==> config.mk <==
export PLATFORM = sky130hd
export DESIGN_NAME = ibex_mem_arbiter
export DESIGN_NICKNAME = d
export VERILOG_FILES = /design/src/rtl/ibex_mem_arbiter_pkg.sv /design/src/rtl/ibex_mem_arb_txn_fifo.sv /design/src/rtl/ibex_mem_arbiter.sv
export SDC_FILE = /design/constraint.sdc
export NUM_CORES = 1
export LEC_CHECK = 0
export CAP_MARGIN = 30
export CORE_AREA = 4 4 119 121
export DETAILED_ROUTE_END_ITERATION = 16
export DIE_AREA = 0 0 123 125
export GPL_TIMING_DRIVEN = 1
export REMOVE_ABC_BUFFERS = 1
export SYNTH_ARGS = -nofsm -noshare
export SYNTH_HDL_FRONTEND = slang
export SYNTH_SLANG_ARGS = --single-unit
==> constraint.sdc <==
create_clock -name clk_i -period 3.6 [get_ports clk_i]
set_clock_uncertainty 0.1 [all_clocks]
set_input_delay 0.54 -clock clk_i [delete_from_list [all_inputs] [get_ports clk_i]]
set_output_delay 0.54 -clock clk_i [all_outputs]
set_load 0.005 [all_outputs]
==> src/rtl/ibex_mem_arbiter_pkg.sv <==
// Shared types for the instruction/data memory arbiter.
// The source enum tags every outstanding transaction so its response can be routed back.
package ibex_mem_arbiter_pkg;

  typedef enum logic {
    MemSrcInstr = 1'b0,
    MemSrcData  = 1'b1
  } mem_src_e;

  localparam logic [3:0] InstrBe        = 4'hF;
  localparam logic [31:0] InstrWdata    = 32'h0000_0000;
  localparam logic [6:0]  InstrWdataIntg = 7'h00;

  function automatic mem_src_e other_src(input mem_src_e src);
    mem_src_e result;
    case (src)
      MemSrcInstr: result = MemSrcData;
      MemSrcData:  result = MemSrcInstr;
      default:     result = MemSrcInstr;
    endcase
    return result;
  endfunction

endpackage

==> src/rtl/ibex_mem_arb_txn_fifo.sv <==
// In-order tracker of granted-but-unanswered transactions.
// Each entry records which source issued the request so the response can be steered back.
module ibex_mem_arb_txn_fifo
  import ibex_mem_arbiter_pkg::*;
#(
  parameter int unsigned Depth = 2
) (
  input  logic     clk_i,
  input  logic     rst_ni,
  input  logic     push,
  input  mem_src_e push_id,
  input  logic     pop,
  output mem_src_e head_id,
  output logic     full,
  output logic     empty
);

  localparam int unsigned PtrW = (Depth > 1) ? $clog2(Depth) : 1;
  localparam int unsigned CntW = $clog2(Depth + 1);
  localparam logic [PtrW-1:0] LastPtr  = PtrW'(Depth - 1);
  localparam logic [CntW-1:0] DepthCnt = CntW'(Depth);

  mem_src_e        entries_r [Depth];
  logic [PtrW-1:0] wr_ptr_r;
  logic [PtrW-1:0] rd_ptr_r;
  logic [CntW-1:0] count_r;
  logic            push_en_s;
  logic            pop_en_s;

  function automatic logic [PtrW-1:0] next_ptr(input logic [PtrW-1:0] ptr);
    logic [PtrW-1:0] result;
    if (ptr == LastPtr) begin
      result = '0;
    end else begin
      result = ptr + PtrW'(1);
    end
    return result;
  endfunction

  assign full      = (count_r == DepthCnt);
  assign empty     = (count_r == CntW'(0));
  assign push_en_s = push & ~full;
  assign pop_en_s  = pop & ~empty;
  assign head_id   = entries_r[rd_ptr_r];

  // Entry storage, written at the tail on every accepted push.
  always_ff @(posedge clk_i or negedge rst_ni) begin
    if (!rst_ni) begin
      for (int i = 0; i < int'(Depth); i++) begin
        entries_r[i] <= MemSrcInstr;
      end
    end else if (push_en_s) begin
      entries_r[wr_ptr_r] <= push_id;
    end
  end

  // Pointers and occupancy; a simultaneous push and pop leaves the count unchanged.
  always_ff @(posedge clk_i or negedge rst_ni) begin
    if (!rst_ni) begin
      wr_ptr_r <= '0;
      rd_ptr_r <= '0;
      count_r  <= '0;
    end else begin
      if (push_en_s) begin
        wr_ptr_r <= next_ptr(wr_ptr_r);
      end
      if (pop_en_s) begin
        rd_ptr_r <= next_ptr(rd_ptr_r);
      end
      case ({push_en_s, pop_en_s})
        2'b10:   count_r <= count_r + CntW'(1);
        2'b01:   count_r <= count_r - CntW'(1);
        default: count_r <= count_r;
      endcase
    end
  end

endmodule

==> src/rtl/ibex_mem_arbiter.sv <==
// Two-to-one arbiter sharing one req/gnt/rvalid memory port between fetch and LSU.
// Round-robin on ties, locked selection while a request waits, in-order response routing.
module ibex_mem_arbiter
  import ibex_mem_arbiter_pkg::*;
#(
  parameter int unsigned MaxOutstanding = 2
) (
  input  logic        clk_i,
  input  logic        rst_ni,

  input  logic        instr_req_i,
  input  logic [31:0] instr_addr_i,
  output logic        instr_gnt_o,
  output logic        instr_rvalid_o,
  output logic [31:0] instr_rdata_o,
  output logic [6:0]  instr_rdata_intg_o,
  output logic        instr_err_o,

  input  logic        data_req_i,
  input  logic        data_we_i,
  input  logic [3:0]  data_be_i,
  input  logic [31:0] data_addr_i,
  input  logic [31:0] data_wdata_i,
  input  logic [6:0]  data_wdata_intg_i,
  output logic        data_gnt_o,
  output logic        data_rvalid_o,
  output logic [31:0] data_rdata_o,
  output logic [6:0]  data_rdata_intg_o,
  output logic        data_err_o,

  output logic        mem_req_o,
  output logic        mem_we_o,
  output logic [3:0]  mem_be_o,
  output logic [31:0] mem_addr_o,
  output logic [31:0] mem_wdata_o,
  output logic [6:0]  mem_wdata_intg_o,
  input  logic        mem_gnt_i,
  input  logic        mem_rvalid_i,
  input  logic [31:0] mem_rdata_i,
  input  logic [6:0]  mem_rdata_intg_i,
  input  logic        mem_err_i,

  output logic        rsp_unexpected_o
);

  mem_src_e sel_src_s;
  logic     sel_req_s;
  logic     grant_s;
  logic     pop_s;
  logic     lock_r;
  mem_src_e lock_src_r;
  mem_src_e last_src_r;
  logic     unexpected_r;
  mem_src_e head_id_s;
  logic     full_s;
  logic     empty_s;

  // Source selection: a waiting request keeps the bus, otherwise round-robin on ties.
  always_comb begin
    sel_src_s = MemSrcInstr;
    if (lock_r) begin
      sel_src_s = lock_src_r;
    end else if (instr_req_i && data_req_i) begin
      sel_src_s = other_src(last_src_r);
    end else if (data_req_i) begin
      sel_src_s = MemSrcData;
    end else begin
      sel_src_s = MemSrcInstr;
    end
  end

  // Downstream request mux; fetches are always full-word reads.
  always_comb begin
    sel_req_s        = 1'b0;
    mem_we_o         = 1'b0;
    mem_be_o         = InstrBe;
    mem_addr_o       = instr_addr_i;
    mem_wdata_o      = InstrWdata;
    mem_wdata_intg_o = InstrWdataIntg;
    case (sel_src_s)
      MemSrcInstr: begin
        sel_req_s = instr_req_i;
      end
      MemSrcData: begin
        sel_req_s        = data_req_i;
        mem_we_o         = data_we_i;
        mem_be_o         = data_be_i;
        mem_addr_o       = data_addr_i;
        mem_wdata_o      = data_wdata_i;
        mem_wdata_intg_o = data_wdata_intg_i;
      end
      default: begin
        sel_req_s = 1'b0;
      end
    endcase
  end

  // A full tracker blocks new requests; a same-cycle pop does not count as space.
  assign mem_req_o = sel_req_s & ~full_s;
  assign grant_s   = mem_req_o & mem_gnt_i;
  assign pop_s     = mem_rvalid_i & ~empty_s;

  // Grant and response steering, combinational from the memory handshake.
  always_comb begin
    instr_gnt_o    = 1'b0;
    data_gnt_o     = 1'b0;
    instr_rvalid_o = 1'b0;
    data_rvalid_o  = 1'b0;
    if (sel_src_s == MemSrcData) begin
      data_gnt_o = grant_s;
    end else begin
      instr_gnt_o = grant_s;
    end
    if (head_id_s == MemSrcData) begin
      data_rvalid_o = pop_s;
    end else begin
      instr_rvalid_o = pop_s;
    end
  end

  assign instr_rdata_o      = mem_rdata_i;
  assign instr_rdata_intg_o = mem_rdata_intg_i;
  assign instr_err_o        = mem_err_i;
  assign data_rdata_o       = mem_rdata_i;
  assign data_rdata_intg_o  = mem_rdata_intg_i;
  assign data_err_o         = mem_err_i;
  assign rsp_unexpected_o   = unexpected_r;

  // Lock holds the selection while a presented request is not yet granted.
  always_ff @(posedge clk_i or negedge rst_ni) begin
    if (!rst_ni) begin
      lock_r     <= 1'b0;
      lock_src_r <= MemSrcInstr;
      last_src_r <= MemSrcInstr;
    end else if (grant_s) begin
      lock_r     <= 1'b0;
      last_src_r <= sel_src_s;
    end else if (mem_req_o) begin
      lock_r     <= 1'b1;
      lock_src_r <= sel_src_s;
    end
  end

  // Sticky flag for a response that has no outstanding transaction to belong to.
  always_ff @(posedge clk_i or negedge rst_ni) begin
    if (!rst_ni) begin
      unexpected_r <= 1'b0;
    end else if (mem_rvalid_i && empty_s) begin
      unexpected_r <= 1'b1;
    end
  end

  ibex_mem_arb_txn_fifo #(
    .Depth (MaxOutstanding)
  ) u_txn_fifo (
    .clk_i   (clk_i),
    .rst_ni  (rst_ni),
    .push    (grant_s),
    .push_id (sel_src_s),
    .pop     (pop_s),
    .head_id (head_id_s),
    .full    (full_s),
    .empty   (empty_s)
  );

endmodule

==> key figures <==
Status
  • Result of the run: completed

Synth
  • Avg Cell Area, Syn: 8.99 µm²
  • Number of distinct standard cells referenced by the synthesized netlist: 28
  • Count of synthesis-stage warnings from yosys: 0
  • Area share of the largest cell type after synthesis: 0.312
  • Dominant cells by area after synthesis: buf_4 (31%), mux2_4 (23%), and2_1 (13%), dfrtp_1 (13%), mux2_2 (2.9%)
  • Flip-flop and latch count after synthesis: 10
  • Synthesized instance count: 214
  • Netlist area before placement: 0.00192 mm²
  • Post-synthesis cell type with the largest combined area: buf_4
  • Sequential fraction of the synthesis area: 0.130

Clock tree
  • Number of buffers added to fix hold violations after cts: 0
  • Postcts setup bufs: 0
  • Clock latency at the later pin of the worst-skew pair: 0.24 ns
  • Clock Path Buffers: 2
  • CTS-repair resized insts: 0
  • CTS tree: yes
  • Clock H-tree levels: 1
  • Clock-pin slew reported for the worst setup and hold paths after clock tree synthesis: 0.04 ns
  • Cell at the root of the clock tree: clkbuf_16
  • Clk sink count: 10
  • CTS buffer count: 3

Critical path
  • CP Data Required Time: 2.96 ns
  • Critical path, cell by cell: clkdlybuf4s50_1 > nand2_1 > nand2_1 > o21a_2 > buf_12 > mux2_2 > clkdlybuf4s50_1
  • Gate family responsible for the most delay along the worst path: buffers and inverters
  • Data arrival time of the worst path: 2.57 ns
  • CP Capture Type: output port
  • Crit-path max cell delay: 0.50 ns
  • Worst path slowest cell: clkdlybuf4s50_1
  • CP Buf/Inv Count: 3
  • Largest fanout of any net on the critical path: 28
  • Nature of the critical path startpoint: input pin
  • WS Path Type: input pin to output port

Job
  • Maximum capacitance violations: 0

Global routing
  • Initial antenna violation count: 0
  • Tot GR Track Use: 0.137
  • Largest net degree at the start of global routing: 46
  • Vias in the first global route: 1996
  • Global-route wire length before repair: 15000 µm
  • Total grt overflow: 0

Route
  • Overall routed net length: 11400 µm
  • Routed via count divided by cell count: 3.75
  • Routed wire per std cell: 22.8 µm
  • Number of design-rule violations left by the first detailed-router iteration: 36
  • DRT Pass-1 Iters: 4
  • DRT antenna net count: 0
  • Via count: 1884
  • DRC violations left: 0

STA
  • F_max: 0.312 GHz
  • Final Hold Vio Count: 0
  • Transition time of the tightest slew-check pin: 0.654 ns
  • Ratio of final minimum period to clock period: 0.891
  • Setup TNS: 0 ns
  • Fin. max-slew vios: 0
  • Min cycle time layout: 3.21 ns
  • Max_slew headroom: 0.559
  • Unrepaired setup endpoints after global routing: false
  • Setup-failing EPs final: 0

Finish
  • Count of nets after finishing: 482
  • Inserted Diodes: 0
  • Design area: 0.00355 mm²
  • Syn-to-layout area delta: 84.8%
  • Post-route insts no fill: 502
  • Fraction of layout instances using a drive strength above 1: 0.135

Placement
  • Post-detailed-placement half-perimeter wirelength: 10100 µm
  • IO buf count: 195
  • Area after detailed placement: 0.00346 mm²
  • Number of cells after detailed placement: 498
  • Routability cong.: 0.836

Pwr
  • Leakage power: 1.42 nW
  • Worst ir drop on vdd: 0.173 mV
  • Power density of the placed cells: 538 mW/mm²

Floorplanning
  • I/O pins: 316
  • Placeable core area: 0.0131 mm²
  • Total Die Area: 0.0154 mm²
  • Horiz. Die Dim: 123 µm
  • Die Span Y: 125 µm
  • Initial cell density of the core: 0.147
  • Cell row count: 42

Worst hold path
  • Path class of the lowest-slack min-delay path: register to register
[cells in the final DEF (no fill, tap or decap), types with 2 or more instances in the layout]
cell and n:
dfrtp_1 10, o21ai_0 3, mux2_4 29, o31ai_1 2, nand2b_1 5, nor2_1 7
clkdlybuf4s50_1 195, mux2_2 5, clkbuf_16 3, and2_1 40, nand2_1 4, inv_1 3
xnor2_1 4
[cell usage after synthesis (all sizes together)]
| master | number |
|---|---|
| o2111ai | 1 |
| nor3 | 1 |
| nand2b | 5 |
| nor2 | 7 |
| nor2b | 1 |
| nand2 | 4 |
| inv | 3 |
| o21bai | 1 |
| o31ai | 2 |
| dfrtp | 10 |
| o21a | 1 |
| mux2 | 35 |
| and2 | 40 |
| o21ai | 4 |
| a21o | 1 |
| xnor2 | 4 |
| a21oi | 1 |
| xor2 | 1 |
| clkbuf | 4 |
| buf | 85 |
| mux2i | 1 |
| ha | 1 |
| or2 | 1 |
[through the flow]
step                      hold slack [ns]  setup WS [ns]  power (mW)   util
after floorplan                     0.144          0.327       0.894      -
after global placement              0.352          0.420        1.69  0.265
after detailed placement            0.354          0.379        1.71  0.265
after CTS                           0.373          0.373        1.95  0.272
after global routing                0.392          0.281        2.05  0.272
final                               0.363          0.392        1.91  0.272
[power breakdown]
group,switching [mW],internal (mW)
Sequential,0.0493,0.165
Combinational,0.514,0.962
Clock,0.0528,0.167
[final timing paths]
| path | start | endpoint | slack [ns] | cells past startpoint |
|---|---|---|---|---|
| min in group asynchronous | rst_ni | rsp_unexpected_o | 0.54 | 1 |
| max in group asynchronous | rst_ni | u_txn_fifo.entries_r[0] | 2.52 | 1 |
| worst max-delay path | instr_req_i | mem_addr_o[26] | 0.39 | 7 |
| worst min register to register | rsp_unexpected_o | rsp_unexpected_o | 0.36 | 1 |
| worst min-delay path | rsp_unexpected_o | rsp_unexpected_o | 0.36 | 1 |
| worst max register to register | u_txn_fifo.count_r[0] | u_txn_fifo.count_r[1] | 1.69 | 5 |
[cells by family after synthesis]
family / after synthesis / share of synthesized area
DFF: 10 / 0.130
and+or+nand+nor: 59 / 0.177
adders and majority gates: 1 / 0.00651
buffers and inverters: 92 / 0.351
AOI/OAI and AO/OA: 11 / 0.0462
xor gates and xnor gates: 5 / 0.0228
muxes: 36 / 0.267
[final cells by class]
type | instances | area, µm²
clock buffers | 4 | 88.8
fillers | 1342 | 9530
inverters | 3 | 11.3
multi-input cells | 112 | 1000
flip-flops and latches | 10 | 250
well taps | 176 | 220
repair buffers | 197 | 1980
[per-layer routing]
| metal | wire [µm] | track usage |
|---|---|---|
| met3 | 2280 | 0.122 |
| met1 | 4050 | 0.146 |
| met4 | 25 | 0.00717 |
| met5 | 121 | 0.0822 |
| met2 | 4960 | 0.206 |
[flip-flops by register name (all words and copies together), names as in the netlist]
name	cells
u_txn_fifo.rd_ptr_r	1
rsp_unexpected_o	1
lock_src_r	1
u_txn_fifo.wr_ptr_r	1
last_src_r	1
lock_r	1
u_txn_fifo.count_r	2
u_txn_fifo.entries_r	2
(Power assumes the default switching activity.)
